`src/rtl/shift_add_multiplier.sv`:
```
// rtl/shift_add_multiplier.sv - sequential unsigned 16x16->32 shift-add multiplier on a 32-bit CLA
// Optional feature macro: MUL_EARLY_TERM_EN (leave BUSY once the remaining multiplier bits are zero).

module CLA_32bit (
  input  logic [31:0] a,
  input  logic [31:0] b,
  input  logic        cin,
  output logic [31:0] sum,
  output logic        cout
);
  logic [31:0] gen;
  logic [31:0] prop;
  logic [31:0] carry;
  logic [7:0]  grp_gen;
  logic [7:0]  grp_prop;
  logic [8:0]  grp_carry;

  assign gen  = a & b;
  assign prop = a ^ b;

  // Group generate/propagate for eight 4-bit lookahead blocks.
  always_comb begin
    grp_gen  = '0;
    grp_prop = '0;
    for (int k = 0; k < 8; k++) begin
      grp_gen[k]  = gen[4*k+3]
                  | (prop[4*k+3] & gen[4*k+2])
                  | (prop[4*k+3] & prop[4*k+2] & gen[4*k+1])
                  | (prop[4*k+3] & prop[4*k+2] & prop[4*k+1] & gen[4*k]);
      grp_prop[k] = prop[4*k+3] & prop[4*k+2] & prop[4*k+1] & prop[4*k];
    end
  end

  always_comb begin
    logic c_run;
    c_run     = cin;
    grp_carry = '0;
    for (int k = 0; k < 8; k++) begin
      grp_carry[k] = c_run;
      c_run        = grp_gen[k] | (grp_prop[k] & c_run);
    end
    grp_carry[8] = c_run;
  end

  always_comb begin
    carry = '0;
    for (int k = 0; k < 8; k++) begin
      carry[4*k]   = grp_carry[k];
      carry[4*k+1] = gen[4*k] | (prop[4*k] & grp_carry[k]);
      carry[4*k+2] = gen[4*k+1]
                   | (prop[4*k+1] & gen[4*k])
                   | (prop[4*k+1] & prop[4*k] & grp_carry[k]);
      carry[4*k+3] = gen[4*k+2]
                   | (prop[4*k+2] & gen[4*k+1])
                   | (prop[4*k+2] & prop[4*k+1] & gen[4*k])
                   | (prop[4*k+2] & prop[4*k+1] & prop[4*k] & grp_carry[k]);
    end
  end

  assign sum  = prop ^ carry;
  assign cout = grp_carry[8];
endmodule

module shift_add_multiplier #(
  parameter int WIDTH = 16
) (
  input  logic               clk,
  input  logic               rst_n,
  input  logic               in_valid,
  output logic               in_ready,
  input  logic [WIDTH-1:0]   a,
  input  logic [WIDTH-1:0]   b,
  output logic               out_valid,
  input  logic               out_ready,
  output logic [2*WIDTH-1:0] product,
  output logic               busy
);
  localparam int PW = 2 * WIDTH;
  localparam int CW = $clog2(WIDTH);

  // The adder instance is a fixed 32-bit macro, so only a 16-bit operand width fits.
  generate
    if (WIDTH != 16) begin : g_bad_width
      $error("shift_add_multiplier: WIDTH must be 16");
    end
  endgenerate

  typedef enum logic [1:0] {
    S_IDLE = 2'd0,
    S_BUSY = 2'd1,
    S_DONE = 2'd2
  } state_t;

  state_t          state;
  logic [PW-1:0]   mcand;
  logic [WIDTH-1:0] mplier;
  logic [PW-1:0]   partial;
  logic [CW-1:0]   step;
  logic [PW-1:0]   add_sum;
  logic            unused_cout;
  logic [PW-1:0]   partial_next;
  logic            last_step;

  CLA_32bit u_adder (
    .a    (partial),
    .b    (mcand),
    .cin  (1'b0),
    .sum  (add_sum),
    .cout (unused_cout)
  );

  assign partial_next = mplier[0] ? add_sum : partial;

`ifdef MUL_EARLY_TERM_EN
  assign last_step = (step == CW'(WIDTH - 1)) || (mplier[WIDTH-1:1] == '0);
`else
  assign last_step = (step == CW'(WIDTH - 1));
`endif

  always_ff @(posedge clk) begin
    if (!rst_n) begin
      state     <= S_IDLE;
      in_ready  <= 1'b1;
      out_valid <= 1'b0;
      busy      <= 1'b0;
      product   <= '0;
      mcand     <= '0;
      mplier    <= '0;
      partial   <= '0;
      step      <= '0;
    end else begin
      case (state)
        S_IDLE: begin
          if (in_valid && in_ready) begin
            mcand    <= {{WIDTH{1'b0}}, a};
            mplier   <= b;
            partial  <= '0;
            step     <= '0;
            state    <= S_BUSY;
            in_ready <= 1'b0;
            busy     <= 1'b1;
          end
        end
        S_BUSY: begin
          partial <= partial_next;
          mcand   <= mcand << 1;
          mplier  <= mplier >> 1;
          step    <= step + CW'(1);
          if (last_step) begin
            state     <= S_DONE;
            busy      <= 1'b0;
            out_valid <= 1'b1;
            product   <= partial_next;
          end
        end
        S_DONE: begin
          // product stays put after the handshake; consumers qualify with out_valid.
          if (out_valid && out_ready) begin
            state     <= S_IDLE;
            out_valid <= 1'b0;
            in_ready  <= 1'b1;
          end
        end
        default: begin
          state     <= S_IDLE;
          in_ready  <= 1'b1;
          out_valid <= 1'b0;
          busy      <= 1'b0;
        end
      endcase
    end
  end
endmodule
```
`config.mk`:
```
export PLATFORM = sky130hd
export DESIGN_NAME = shift_add_multiplier
export DESIGN_NICKNAME = d
export VERILOG_FILES = /design/src/rtl/shift_add_multiplier.sv
export SDC_FILE = /design/constraint.sdc
export NUM_CORES = 1
export LEC_CHECK = 0
export CAP_MARGIN = 10
export CORE_ASPECT_RATIO = 1.75
export CORE_MARGIN = 2
export CORE_UTILIZATION = 56
export DETAILED_ROUTE_END_ITERATION = 10
export PLACE_DENSITY = 0.8
export SYNTH_ARGS = -nofsm -noshare
export SYNTH_HDL_FRONTEND = slang
export SYNTH_SLANG_ARGS = --single-unit
```
`constraint.sdc`:
```
create_clock -name clk -period 4.1 [get_ports clk]
set_input_delay 1.025 -clock clk [delete_from_list [all_inputs] [get_ports clk]]
set_output_delay 1.025 -clock clk [all_outputs]
set_load 0.02 [all_outputs]
```
==> results.rst, run 1 <==
.. list-table::
   :header-rows: 1

   * - Metric
     - Value
   * - Endpoint, Worst Hold
     - product[8]$_SDFFE_PN0P_
   * - Number of H-tree levels
     - 4
   * - Routed Antenna Nets
     - 0
   * - Leakage Power
     - 0.00281 uW
   * - Total of max-cap violations
     - 0
   * - Met2 usage
     - 51.7%
   * - Final worst-path cycle share
     - 81.3%
   * - Core Rows
     - 50
   * - Area fraction of the dominant cell type after synthesis
     - 39.6%
   * - Post-route total power
     - 3030 uW
   * - Hold WC Path Type
     - reg -> reg
   * - Number of clock sinks seen by CTS
     - 121
   * - Worst Hold Path Cells
     - 2
   * - Beginning of the worst register-to-register path
     - mcand[3]$_SDFFE_PN0P_
   * - RR Endpoint
     - partial[25]$_SDFFE_PN0P_
   * - Number of setup buffers added after CTS
     - 0
   * - Worst clock skew
     - 6.76 ps
   * - Final routed DRC violation total
     - 0
   * - Data required, critical path
     - 4400 ps
   * - Number of top-level pins
     - 71
   * - Result of the run
     - complete, no violations
   * - Buffer cell driving the clock tree root
     - sky130_fd_sc_hd__clkbuf_16
   * - GRT Max-Usage Layer
     - met2
   * - CTS tree
     - yes
   * - Reg2Reg Setup Slack
     - 770 ps
   * - Kind of start point of the critical path
     - flip-flop
   * - Global-route wire length before repair
     - 27000 microns
   * - Net total in the final layout
     - 872
   * - Number of global-route vias before repair
     - 5863
   * - Final-layout setup total negative slack
     - 0 ps
   * - Number of optimization iterations in the first detailed-route pass
     - 5
   * - Vertical die dimension
     - 142 microns
   * - Clock latency at the later pin of the worst-skew pair
     - 410 ps
   * - Final-report hold violation count
     - 0
   * - Sw frac
     - 25.9%
   * - Congestion Overflow GR
     - 0
   * - Number of unique standard cell types used by synthesis
     - 56
   * - Cell Area, Placed
     - 6880 sq um
   * - Routability-driven placement congestion ratio
     - 0.922
   * - Final Max Tran Viols
     - 0
   * - Share of synthesized flip-flops with an asynchronous set or reset
     - 0%
   * - Hold_ws
     - 458 ps
   * - Leading area contributor after synthesis
     - sky130_fd_sc_hd__dfxtp_1
   * - Type of the worst setup path
     - reg -> reg
   * - Endpoint arrival time on the critical path
     - 3630 ps
   * - Number of buffer cells added on primary ports
     - 70
   * - Overall Global Routing Usage
     - 28.3%
   * - Primary FF master, synth
     - sky130_fd_sc_hd__dfxtp_1
   * - HPWL after detailed placement
     - 10700 microns
   * - Routed via count
     - 5778
   * - Gate power share
     - 12.0%
   * - Startpoint of the lowest-slack hold path
     - product[8]$_SDFFE_PN0P_
   * - Unrepaired setup endpoints after global routing
     - no
   * - GR Layer Usage met1
     - 28.7%
   * - Leading cell types in the layout, fill and taps excluded
     - 121 x sky130_fd_sc_hd__dfxtp_1, 110 x sky130_fd_sc_hd__nor2_1, 72 x sky130_fd_sc_hd__a21oi_1
   * - Iter 0 DRT Violations
     - 279
   * - Post-synth EDFFs
     - 0
   * - Hold bufs inserted after CTS
     - 0
   * - Slew HR
     - 30.4%
   * - Diode insertion count for antenna repair
     - 0
   * - Cell area after synthesis
     - 6110 sq um
   * - Syn Area/Cell
     - 8.19 sq um
   * - Sequential power share
     - 41.7%
   * - Number of antenna violations at the first check in global routing
     - 0
   * - Clock-pin slew on the worst setup and hold paths
     - 50 ps
   * - Largest net degree at the start of global routing
     - 53
   * - Internal portion of total power
     - 2250 uW
   * - Signed area change from the synthesized netlist to the final layout
     - 21.8%
   * - Switching component of the power
     - 787 uW
   * - Final setup violation count
     - 0
   * - Worst supply voltage drop on vdd
     - 0.356 mV
   * - Transition time of the tightest slew-check pin
     - 1040 ps
   * - Length in cells of the worst reg-to-reg path
     - 16
   * - Yosys reg bits
     - 121
   * - Final standard cell utilization of the core
     - 69.6%
   * - Number of nets produced by synthesis
     - 822
   * - Critical Path Sink Type
     - flip-flop
   * - CTS max path bufs
     - 2
   * - Routed wire length
     - 16400 microns
   * - Starting density of the core
     - 57.1%
   * - Maximum achievable frequency
     - 300 MHz
   * - Final non-filler cell area
     - 7440 sq um
   * - Leading cell type in the layout, fill and taps excluded
     - sky130_fd_sc_hd__dfxtp_1
   * - DR vias/cell
     - 6.16
   * - Share of final-layout standard cells stronger than drive strength 1
     - 7.67%
   * - Number of buffers inserted during clock tree synthesis
     - 17
   * - Clock network power share
     - 46.3%
   * - Die ar.
     - 11800 sq um
   * - Power per cell area
     - 408 nW/um^2
   * - Total number of yosys warnings
     - 0
   * - Die Span X
     - 83.0 microns
   * - Cells taking the most area after synthesis
     - sky130_fd_sc_hd__dfxtp_1 40%, sky130_fd_sc_hd__nor2_1 6.8%, sky130_fd_sc_hd__ha_1 6.6%, sky130_fd_sc_hd__a21oi_1 5.9%, sky130_fd_sc_hd__o21ai_0 4.6%
   * - Wirelength per Cell
     - 17.5 microns
   * - Cells after Synth
     - 746
   * - Crit path max fanout
     - 5
   * - Met3 Use GR
     - 5.97%
   * - Gates resized, CTS repair
     - 0
   * - Core Region
     - 10700 sq um
   * - Final critical-path required period
     - 3330 ps
   * - Sequential-to-total area share from yosys stat
     - 39.6%
==> Yosys cell counts, types with 2 or more instances <==
cell type	instances
sky130_fd_sc_hd__a21o_1	10
sky130_fd_sc_hd__ha_1	32
sky130_fd_sc_hd__o211ai_1	10
sky130_fd_sc_hd__nand3b_1	3
sky130_fd_sc_hd__a31oi_1	20
sky130_fd_sc_hd__and3_1	2
sky130_fd_sc_hd__o21a_1	2
sky130_fd_sc_hd__mux2i_1	9
sky130_fd_sc_hd__o21bai_1	2
sky130_fd_sc_hd__xor2_1	16
sky130_fd_sc_hd__buf_1	6
sky130_fd_sc_hd__mux2_2	2
sky130_fd_sc_hd__a211oi_1	21
sky130_fd_sc_hd__or2_2	4
sky130_fd_sc_hd__a21oi_2	2
sky130_fd_sc_hd__or3_1	4
sky130_fd_sc_hd__nand4_1	8
sky130_fd_sc_hd__nand2_1	55
sky130_fd_sc_hd__clkbuf_1	45
sky130_fd_sc_hd__nand2b_1	5
sky130_fd_sc_hd__nor2_1	111
sky130_fd_sc_hd__dfxtp_1	121
sky130_fd_sc_hd__a311oi_1	2
sky130_fd_sc_hd__a21oi_1	72
sky130_fd_sc_hd__a41oi_1	2
sky130_fd_sc_hd__o21ai_0	56
sky130_fd_sc_hd__inv_1	23
sky130_fd_sc_hd__nor3_1	3
sky130_fd_sc_hd__o22ai_1	30
sky130_fd_sc_hd__nand3_1	30
sky130_fd_sc_hd__o31ai_1	2
sky130_fd_sc_hd__fa_1	8
sky130_fd_sc_hd__and2_1	2
sky130_fd_sc_hd__xnor2_1	4
==> power by group through the flow <==
stage	Clock [uW]	Sequential, uW	Combinational [uW]
after floorplan	0	1280	241
after global routing	1470	1270	398
after detailed placement	0	1290	353
after global placement	0	1290	342
after CTS	1410	1270	358
final	1400	1270	363
==> cell type report <==
cell class | count | area [sq um]
inverter | 25 | 96.3
clock inverter | 7 | 67.6
multi-input combinational | 549 | 3410
fill | 838 | 3250
clock buffer | 24 | 492
timing repair buffer | 82 | 791
tap | 130 | 163
sequential | 121 | 2420
==> state kept, by name, indices dropped and copies added, names as in the netlist <==
signal	count
step	4
mplier	16
product	32
state	2
busy	1
in_ready	1
out_valid	1
partial	32
mcand	32
==> per-stage QoR <==
stage / setup slack [ps] / std cells
2_1_floorplan: 1180 / 746
3_3_place_gp: 963 / 907
3_5_place_dp: 875 / 907
4_1_cts: 776 / 938
5_1_grt: 557 / 938
6_report: 766 / 938
==> layer usage <==
| metal | routed length, microns | vias to the layer above |
|---|---|---|
| met1 | 5970 | 2733 |
| li1 | - | 2766 |
| met4 | 878 | 0 |
| met2 | 8730 | 206 |
| met3 | 817 | 73 |
| met5 | 0 | - |
==> worst max-delay path, stage by stage, from the launching register on <==
cell                       delay (ps)
sky130_fd_sc_hd__dfxtp_1          330
sky130_fd_sc_hd__ha_1             370
sky130_fd_sc_hd__a21o_1           210
sky130_fd_sc_hd__a21oi_2          220
sky130_fd_sc_hd__a211oi_4         100
sky130_fd_sc_hd__a21boi_2         290
sky130_fd_sc_hd__o21bai_4         150
sky130_fd_sc_hd__inv_4            110
sky130_fd_sc_hd__nor2_1            50
sky130_fd_sc_hd__a211oi_1         340
sky130_fd_sc_hd__fa_1             260
sky130_fd_sc_hd__xor2_1           210
sky130_fd_sc_hd__nor2_1            80
sky130_fd_sc_hd__a21oi_1          200
sky130_fd_sc_hd__nor2_1            70
sky130_fd_sc_hd__a31oi_1          180
sky130_fd_sc_hd__nor2_1            60
==> cells by family (layout without fill, tap and decap cells) <==
| group | count (synthesis) | in the layout | synth area share, % |
|---|---|---|---|
| buffers and inverters | 76 | 138 | 4.71 |
| AND/OR/NAND/NOR | 233 | 233 | 16.6 |
| flip-flops | 121 | 121 | 39.6 |
| multiplexers | 12 | 12 | 2.09 |
| XOR/XNOR | 20 | 20 | 2.87 |
| adder cells (fa/ha/maj) | 40 | 40 | 9.17 |
| AO/OA/AOI/OAI | 244 | 244 | 24.9 |
==> how the worst max path moves through the flow <==
stage	startpoint	endpoint	slack, ps	cells past startpoint
after global placement	mcand[21]$_SDFFE_PN0P_	partial[29]$_SDFFE_PN0P_	960	14
final	mcand[3]$_SDFFE_PN0P_	partial[25]$_SDFFE_PN0P_	770	16
after detailed placement	mcand[3]$_SDFFE_PN0P_	partial[29]$_SDFFE_PN0P_	880	15
after global routing	mcand[3]$_SDFFE_PN0P_	partial[29]$_SDFFE_PN0P_	560	15
after floorplan	mcand[21]$_SDFFE_PN0P_	partial[29]$_SDFFE_PN0P_	1180	14
after CTS	mcand[3]$_SDFFE_PN0P_	partial[25]$_SDFFE_PN0P_	780	16
Power figures use the tool's default switching activity.
==> run 2, diff against run 1 <==
- CORE_UTILIZATION: 56 -> 51
- PLACE_DENSITY: 0.8 -> 0.77
- clock period: 4.1 -> 3.05 ns (I/O delays scaled with it)
==> results.rst, run 2 (same netlist as run 1, synthesis figures left out) <==
.. list-table::
   :header-rows: 1

   * - Metric
     - Value
   * - Routed wire length
     - 17300 microns (+5.2%)
   * - Number of global-route vias before repair
     - 5900 (+0.63%)
   * - Crit path max fanout
     - 4 (-1)
   * - Buffer cell driving the clock tree root
     - sky130_fd_sc_hd__clkbuf_16
   * - Beginning of the worst register-to-register path
     - partial[1]$_SDFFE_PN0P_
   * - Core Region
     - 11600 sq um (+8.9%)
   * - Total of max-cap violations
     - 0 (unchanged)
   * - Transition time of the tightest slew-check pin
     - 953 ps (-87.5 ps)
   * - HPWL after detailed placement
     - 11300 microns (+5.2%)
   * - Largest registers
     - mcand (32), partial (32), product (32)
   * - CTS max path bufs
     - 2 (unchanged)
   * - Endpoint arrival time on the critical path
     - 3280 ps (-350 ps)
   * - Worst clock skew
     - 9.59 ps (+2.83 ps)
   * - Global-route wire length before repair
     - 26800 microns (-0.71%)
   * - Data required, critical path
     - 3350 ps (-1050 ps)
   * - Maximum achievable frequency
     - 335 MHz (+12%)
   * - Instance count after placement with tap cells included
     - 928 (+2.3%)
   * - Final critical-path required period
     - 2980 ps (-350 ps)
   * - Routability-driven placement congestion ratio
     - 0.864 (-6.3%)
   * - Share of final-layout standard cells stronger than drive strength 1
     - 14.4% (+6.7 points)
   * - Wirelength per Cell
     - 17.8 microns (+2.0%)
   * - Final standard cell utilization of the core
     - 67.0% (-2.5 points)
   * - Sequential standard cell area
     - 2430 sq um (+0.52%)
   * - Routed Antenna Nets
     - 0 (unchanged)
   * - Hold_ws
     - 453 ps (-5.18 ps)
   * - Final worst-path cycle share
     - 97.8% (+17 points)
   * - Critical path's most frequent cell
     - sky130_fd_sc_hd__nor2_1
   * - Die Span X
     - 86.8 microns (+4.6%)
   * - Overall Global Routing Usage
     - 26.4% (-1.9 points)
   * - Number of top-level pins
     - 71 (unchanged)
   * - Final worst-path setup slack
     - 65.8 ps (-700 ps)
   * - Sequential power share
     - 42.7% (+1.0 points)
   * - Number of buffer cells added on primary ports
     - 70 (unchanged)
   * - Vertical die dimension
     - 149 microns (+4.7%)
   * - Kind of start point of the critical path
     - flip-flop
   * - Number of antenna violations at the first check in global routing
     - 0 (unchanged)
   * - Slew HR
     - 36.3% (+5.9 points)
   * - Critical Path Sink Type
     - flip-flop
   * - Worst supply voltage drop on vdd
     - 0.360 mV (+1.2%)
   * - Standard cell with the maximum stage delay on the critical path
     - sky130_fd_sc_hd__a211oi_4
   * - Type of the worst setup path
     - reg -> reg
   * - Combined buffer and inverter count along the critical path
     - 1 (unchanged)
   * - Sw frac
     - 26.6% (+0.65 points)
   * - Leading cell types in the layout, fill and taps excluded
     - 111 x sky130_fd_sc_hd__dfxtp_1, 109 x sky130_fd_sc_hd__nor2_1, 70 x sky130_fd_sc_hd__clkdlybuf4s50_1
   * - Congestion Overflow GR
     - 0 (unchanged)
   * - Start point of the critical path
     - partial[1]$_SDFFE_PN0P_
   * - Iter 0 DRT Violations
     - 465 (+67%)
   * - Starting density of the core
     - 52.5% (-4.7 points)
   * - CTS tree
     - yes
   * - Hold bufs inserted after CTS
     - 0 (unchanged)
   * - Diode insertion count for antenna repair
     - 0 (unchanged)
   * - Final setup violation count
     - 0 (unchanged)
   * - Fill cell total of the finished layout
     - 924 (+10%)
   * - Number of standard cells in the final layout excluding fillers
     - 968 (+3.2%)
   * - Result of the run
     - complete, no violations
   * - Leakage Power
     - 0.00295 uW (+4.9%)
   * - Internal portion of total power
     - 2940 uW (+31%)
   * - Gate power share
     - 13.1% (+1.1 points)
   * - Number of H-tree levels
     - 4 (unchanged)
   * - Biggest cell delay along the critical path
     - 360 ps (about the same)
   * - Final-report hold violation count
     - 0 (unchanged)
   * - Worst setup timing slack at the placement stage
     - -79.8 ps (-955 ps)
   * - Area of combinational cells with multiple inputs
     - 3580 sq um (+5.0%)
   * - Hold WC Path Type
     - reg -> reg
   * - Largest net degree at the start of global routing
     - 49 (-7.5%)
   * - Net total in the final layout
     - 897 (+2.9%)
   * - Clock latency at the later pin of the worst-skew pair
     - 410 ps (about the same)
   * - DR vias/cell
     - 6.10 (-0.90%)
   * - Final Max Tran Viols
     - 0 (unchanged)
   * - Routed via count
     - 5909 (+2.3%)
   * - Largest delay contributor family on the critical path
     - compound AO/OA/AOI/OAI gates
   * - Signed area change from the synthesized netlist to the final layout
     - 27.8%
   * - Core Rows
     - 52 (+4.0%)
   * - Number of clock sinks seen by CTS
     - 121 (unchanged)
   * - Number of buffers inserted during clock tree synthesis
     - 17 (unchanged)
   * - Leading cell type in the layout, fill and taps excluded
     - sky130_fd_sc_hd__dfxtp_1
   * - Final routed DRC violation total
     - 0 (unchanged)
   * - Switching component of the power
     - 1060 uW (+35%)
   * - Power per cell area
     - 512 nW/um^2 (+26%)
   * - Number of optimization iterations in the first detailed-route pass
     - 5 (unchanged)
   * - Die ar.
     - 12900 sq um (+9.4%)
   * - Clock-pin slew on the worst setup and hold paths
     - 50 ps (about the same)
   * - Crit path cell chain
     - ha_4, a21oi_2, nand4b_1, a211oi_4, a21boi_4, o21bai_4, inv_4, nor2_2, a211oi_2, fa_2, xor2_1, nor2_1, a21oi_2, nor2_1, a31oi_1, nor2_1
   * - Clock network power share
     - 44.2% (-2.1 points)
   * - Startpoint of the lowest-slack hold path
     - product[16]$_SDFFE_PN0P_
run 2: per-layer routing:
metal	vias up	global-route usage [%]	share of wire [%]	routed length, microns
met3	60	6.64	4.6	799
met2	215	49.1	54	9370
li1	2807	-	-	-
met1	2827	26.2	37	6420
met5	-	0	0	0
met4	0	13.7	3.9	669
run 2: tightest hold or removal path, cell delays in order (launching register included):
cell and delay [ps]:
sky130_fd_sc_hd__dfxtp_1 300, sky130_fd_sc_hd__nand2_1 50, sky130_fd_sc_hd__a21oi_1 50
run 2: final cells by class:
class	count	area share, %
well taps	135	2.16
multi-input cells	549	45.9
flip-flops and latches	121	31.2
repair buffers	107	12.9
clock inverters	9	0.641
inverters	25	1.23
clock buffers	22	6.07
run 2: per-stage QoR:
stage / cell area [sq um] / power [uW] / TNS, ps
4_1_cts: 7610 / 3990 / 0
2_1_floorplan: 6110 / 2040 / 0
3_5_place_dp: 7040 / 2230 / -155
3_3_place_gp: 7040 / 2210 / -1.88
6_report: 7810 / 4000 / 0
5_1_grt: 7810 / 4150 / -277
run 2: path summary, 6_finish.rpt:
| path | endpoint | slack [ps] | cells past startpoint |
|---|---|---|---|
| setup / recovery | partial[25]$_SDFFE_PN0P_ | 70 | 16 |
| hold / removal | product[16]$_SDFFE_PN0P_ | 450 | 2 |
| setup reg to reg | partial[25]$_SDFFE_PN0P_ | 70 | 16 |
| hold reg to reg | product[16]$_SDFFE_PN0P_ | 450 | 2 |
run 2: what timing repair did:
item / 4_1_cts / 5_1_grt
gates cloned: 0 / 0
buffers inserted: 2 / 7
resized for setup: 6 / 33
endpoints found under the setup margin: 4 / 10
pin swaps: 4 / 16
run 2: power by group through the flow:
stage	Sequential (uW)	Clock, uW	Combinational (uW)
after floorplan	1720	0	324
after global placement	1730	0	482
after detailed placement	1730	0	494
after CTS	1700	1780	503
after global routing	1710	1870	568
final	1710	1770	523
==> run 3, diff against run 2 <==
- CORE_ASPECT_RATIO: 1.75 -> not set
- PLACE_DENSITY: 0.77 -> 0.87
==> results.rst, run 3 (same netlist as run 1, synthesis figures left out) <==
.. list-table::
   :header-rows: 1

   * - Metric
     - Value
   * - Kind of start point of the critical path
     - flip-flop
   * - Sequential power share
     - 39.8% (-2.9 points)
   * - Slew HR
     - 35.9% (-0.31 points)
   * - Endpoint arrival time on the critical path
     - 3320 ps (+40 ps)
   * - Net total in the final layout
     - 897 (unchanged)
   * - Diode insertion count for antenna repair
     - 0 (unchanged)
   * - Gate power share
     - 12.1% (-1.0 points)
   * - RR Endpoint
     - partial[29]$_SDFFE_PN0P_
   * - Starting density of the core
     - 52.9% (+0.37 points)
   * - Clock network power share
     - 48.1% (+3.9 points)
   * - Number of H-tree levels
     - 4 (unchanged)
   * - GRT Max-Usage Layer
     - met2
   * - Routed via count
     - 6124 (+3.6%)
   * - Wirelength per Cell
     - 18.1 microns (+1.7%)
   * - Post-route total power
     - 4290 uW (+7.3%)
   * - Die Span X
     - 113 microns (+31%)
   * - Worst supply voltage drop on vdd
     - 0.302 mV (-16%)
   * - Unrepaired setup endpoints after global routing
     - yes
   * - Data required, critical path
     - 3330 ps (-20 ps)
   * - Final-layout setup total negative slack
     - 0 ps (unchanged)
   * - Number of clock sinks seen by CTS
     - 121 (unchanged)
   * - Number of buffers inserted during clock tree synthesis
     - 17 (unchanged)
   * - Clock latency at the later pin of the worst-skew pair
     - 410 ps (about the same)
   * - Clock-pin slew on the worst setup and hold paths
     - 60 ps (about the same)
   * - Met3 Use GR
     - 6.22% (-0.42 points)
   * - Reg2Reg Setup Slack
     - 10 ps (-50 ps)
   * - Signed area change from the synthesized netlist to the final layout
     - 28.7%
   * - Leading cell types in the layout, fill and taps excluded
     - 113 x sky130_fd_sc_hd__dfxtp_1, 108 x sky130_fd_sc_hd__nor2_1, 70 x sky130_fd_sc_hd__clkdlybuf4s50_1
   * - GR Layer Usage met1
     - 32.3% (+6.1 points)
   * - Internal portion of total power
     - 3210 uW (+9.2%)
   * - DR vias/cell
     - 6.27 (+2.8%)
   * - Critical Path Sink Type
     - flip-flop
   * - Number of optimization iterations in the first detailed-route pass
     - 6 (+1)
   * - Transition time of the tightest slew-check pin
     - 961 ps (+8.18 ps)
   * - Final non-filler cell area
     - 7870 sq um (+0.77%)
   * - Routability-driven placement congestion ratio
     - 0.906 (+4.8%)
   * - Core Region
     - 11600 sq um (-0.70%)
   * - Global-route wire length before repair
     - 26800 microns (about the same)
   * - CTS max path bufs
     - 2 (unchanged)
   * - Routed wire length
     - 17700 microns (+2.5%)
   * - Final Max Tran Viols
     - 0 (unchanged)
   * - Largest registers
     - mcand (32), partial (32), product (32)
   * - Core Rows
     - 39 (-25%)
   * - Switching component of the power
     - 1080 uW (+2.1%)
   * - Largest net degree at the start of global routing
     - 54 (+10%)
   * - Final routed DRC violation total
     - 0 (unchanged)
   * - Crit path max fanout
     - 4 (unchanged)
   * - Total of max-cap violations
     - 0 (unchanged)
   * - Number of standard cells in the final layout excluding fillers
     - 976 (+0.83%)
   * - Die ar.
     - 12900 sq um (-0.27%)
   * - Hold WC Path Type
     - reg -> reg
   * - Leading cell type in the layout, fill and taps excluded
     - sky130_fd_sc_hd__dfxtp_1
   * - Number of top-level pins
     - 71 (unchanged)
   * - Type of the worst setup path
     - reg -> reg
   * - Sw frac
     - 25.3% (-1.3 points)
   * - Hold bufs inserted after CTS
     - 0 (unchanged)
   * - Buffer cell driving the clock tree root
     - sky130_fd_sc_hd__clkbuf_16
   * - Instance count after placement with tap cells included
     - 934 (+0.65%)
   * - Overall Global Routing Usage
     - 25.9% (-0.50 points)
   * - Iter 0 DRT Violations
     - 772 (+66%)
   * - Vertical die dimension
     - 113 microns (-24%)
   * - Number of global-route vias before repair
     - 5665 (-4.0%)
   * - Length in cells of the worst reg-to-reg path
     - 15 (-1)
   * - Number of antenna violations at the first check in global routing
     - 0 (unchanged)
   * - CTS tree
     - yes
   * - Worst clock skew
     - 5.34 ps (-4.25 ps)
   * - Start point of the critical path
     - mcand[11]$_SDFFE_PN0P_
   * - Met2 usage
     - 42.6% (-6.5 points)
   * - Share of final-layout standard cells stronger than drive strength 1
     - 14.0% (-0.36 points)
   * - Cell Area, Placed
     - 7020 sq um (-0.25%)
   * - Congestion Overflow GR
     - 0 (unchanged)
   * - Leakage Power
     - 0.00298 uW (+1.2%)
   * - Final worst-path cycle share
     - 99.6% (+1.7 points)
   * - Beginning of the worst register-to-register path
     - mcand[11]$_SDFFE_PN0P_
   * - End of the critical path
     - partial[29]$_SDFFE_PN0P_
   * - Routed Antenna Nets
     - 0 (unchanged)
   * - Maximum achievable frequency
     - 329 MHz (-1.7%)
   * - HPWL after detailed placement
     - 10000 microns (-11%)
   * - Final setup violation count
     - 0 (unchanged)
   * - Result of the run
     - complete, no violations
   * - Number of buffer cells added on primary ports
     - 70 (unchanged)
   * - Final standard cell utilization of the core
     - 68.0% (+0.99 points)
   * - Final-report hold violation count
     - 0 (unchanged)
   * - Power per cell area
     - 545 nW/um^2 (+6.5%)
   * - Final critical-path required period
     - 3040 ps (+52.8 ps)
run 3: cell count changes in the layout (fill, tap and decap cells not counted), moves of 2 or more:
| cell | previous run | this run |
|---|---|---|
| sky130_fd_sc_hd__dfxtp_1 | 111 | 113 |
| sky130_fd_sc_hd__a211oi_1 | 16 | 18 |
| sky130_fd_sc_hd__dfxtp_4 | 0 | 3 |
| sky130_fd_sc_hd__clkinv_2 | 7 | 4 |
| sky130_fd_sc_hd__bufinv_16 | 0 | 3 |
| sky130_fd_sc_hd__a211oi_2 | 5 | 3 |
| sky130_fd_sc_hd__dfxtp_2 | 10 | 5 |
| sky130_fd_sc_hd__ha_4 | 6 | 4 |
run 3: cell type report:
| cell class | instances | area [sq um] |
|---|---|---|
| repair buffers | 107 | 991 |
| clock buffers | 23 | 488 |
| inverters | 25 | 98.8 |
| well taps | 143 | 179 |
| fillers | 811 | 3700 |
| clock inverters | 8 | 118 |
| flip-flops and latches | 121 | 2440 |
| multi-input cells | 549 | 3550 |
run 3: per-stage QoR:
stage	setup slack, ps	hold slack (ps)
final	13.1	452
after detailed placement	-34.7	447
after floorplan	126	449
after global routing	-89.0	472
after global placement	91.7	440
after CTS	27.7	454
run 3: how the worst min path moves through the flow:
stage          slack [ps]                  endpoint                      from  cells past startpoint
2_1_floorplan         450    mcand[16]$_SDFFE_PN0P_    mcand[15]$_SDFFE_PN0P_                      2
3_3_place_gp          440  product[16]$_SDFFE_PN0P_  product[16]$_SDFFE_PN0P_                      2
3_5_place_dp          450  product[24]$_SDFFE_PN0P_  product[24]$_SDFFE_PN0P_                      2
4_1_cts               450  product[24]$_SDFFE_PN0P_  product[24]$_SDFFE_PN0P_                      2
5_1_grt               470  product[12]$_SDFFE_PN0P_  product[12]$_SDFFE_PN0P_                      2
6_report              450   product[4]$_SDFFE_PN0P_   product[4]$_SDFFE_PN0P_                      2
run 3: power by group through the flow:
stage | Clock, uW | Combinational (uW) | Sequential [uW]
after floorplan | 0 | 324 | 1720
after global placement | 0 | 468 | 1730
after detailed placement | 0 | 477 | 1730
after CTS | 2060 | 488 | 1700
after global routing | 2150 | 564 | 1710
final | 2060 | 520 | 1710
run 3: critical path, cell delays in order (launching register included):
cell and delay, ps:
sky130_fd_sc_hd__dfxtp_1 330, sky130_fd_sc_hd__ha_1 350, sky130_fd_sc_hd__a21oi_1 180, sky130_fd_sc_hd__o21ai_0 190
sky130_fd_sc_hd__a21oi_2 180, sky130_fd_sc_hd__a21boi_4 240, sky130_fd_sc_hd__o21bai_4 90, sky130_fd_sc_hd__clkinv_4 80
sky130_fd_sc_hd__o31ai_4 70, sky130_fd_sc_hd__o21ai_2 160, sky130_fd_sc_hd__nand2b_1 100, sky130_fd_sc_hd__fa_2 380
sky130_fd_sc_hd__xnor2_2 190, sky130_fd_sc_hd__a211oi_2 90, sky130_fd_sc_hd__a31oi_1 190, sky130_fd_sc_hd__nor2_1 60
run 3: metal layers:
| metal | share of wire (%) | vias to the layer above |
|---|---|---|
| met5 | 0 | - |
| met3 | 8.2 | 80 |
| met1 | 41 | 2886 |
| met4 | 3.5 | 0 |
| met2 | 47 | 346 |
| li1 | - | 2812 |
run 3: timing repair:
item                                    CTS  global route
endpoints found under the setup margin    3            12
pin swaps                                 0            16
resized for setup                         4            36
endpoints found under the hold margin     0             0
setup buffers                             0            12
gates cloned                              0             0
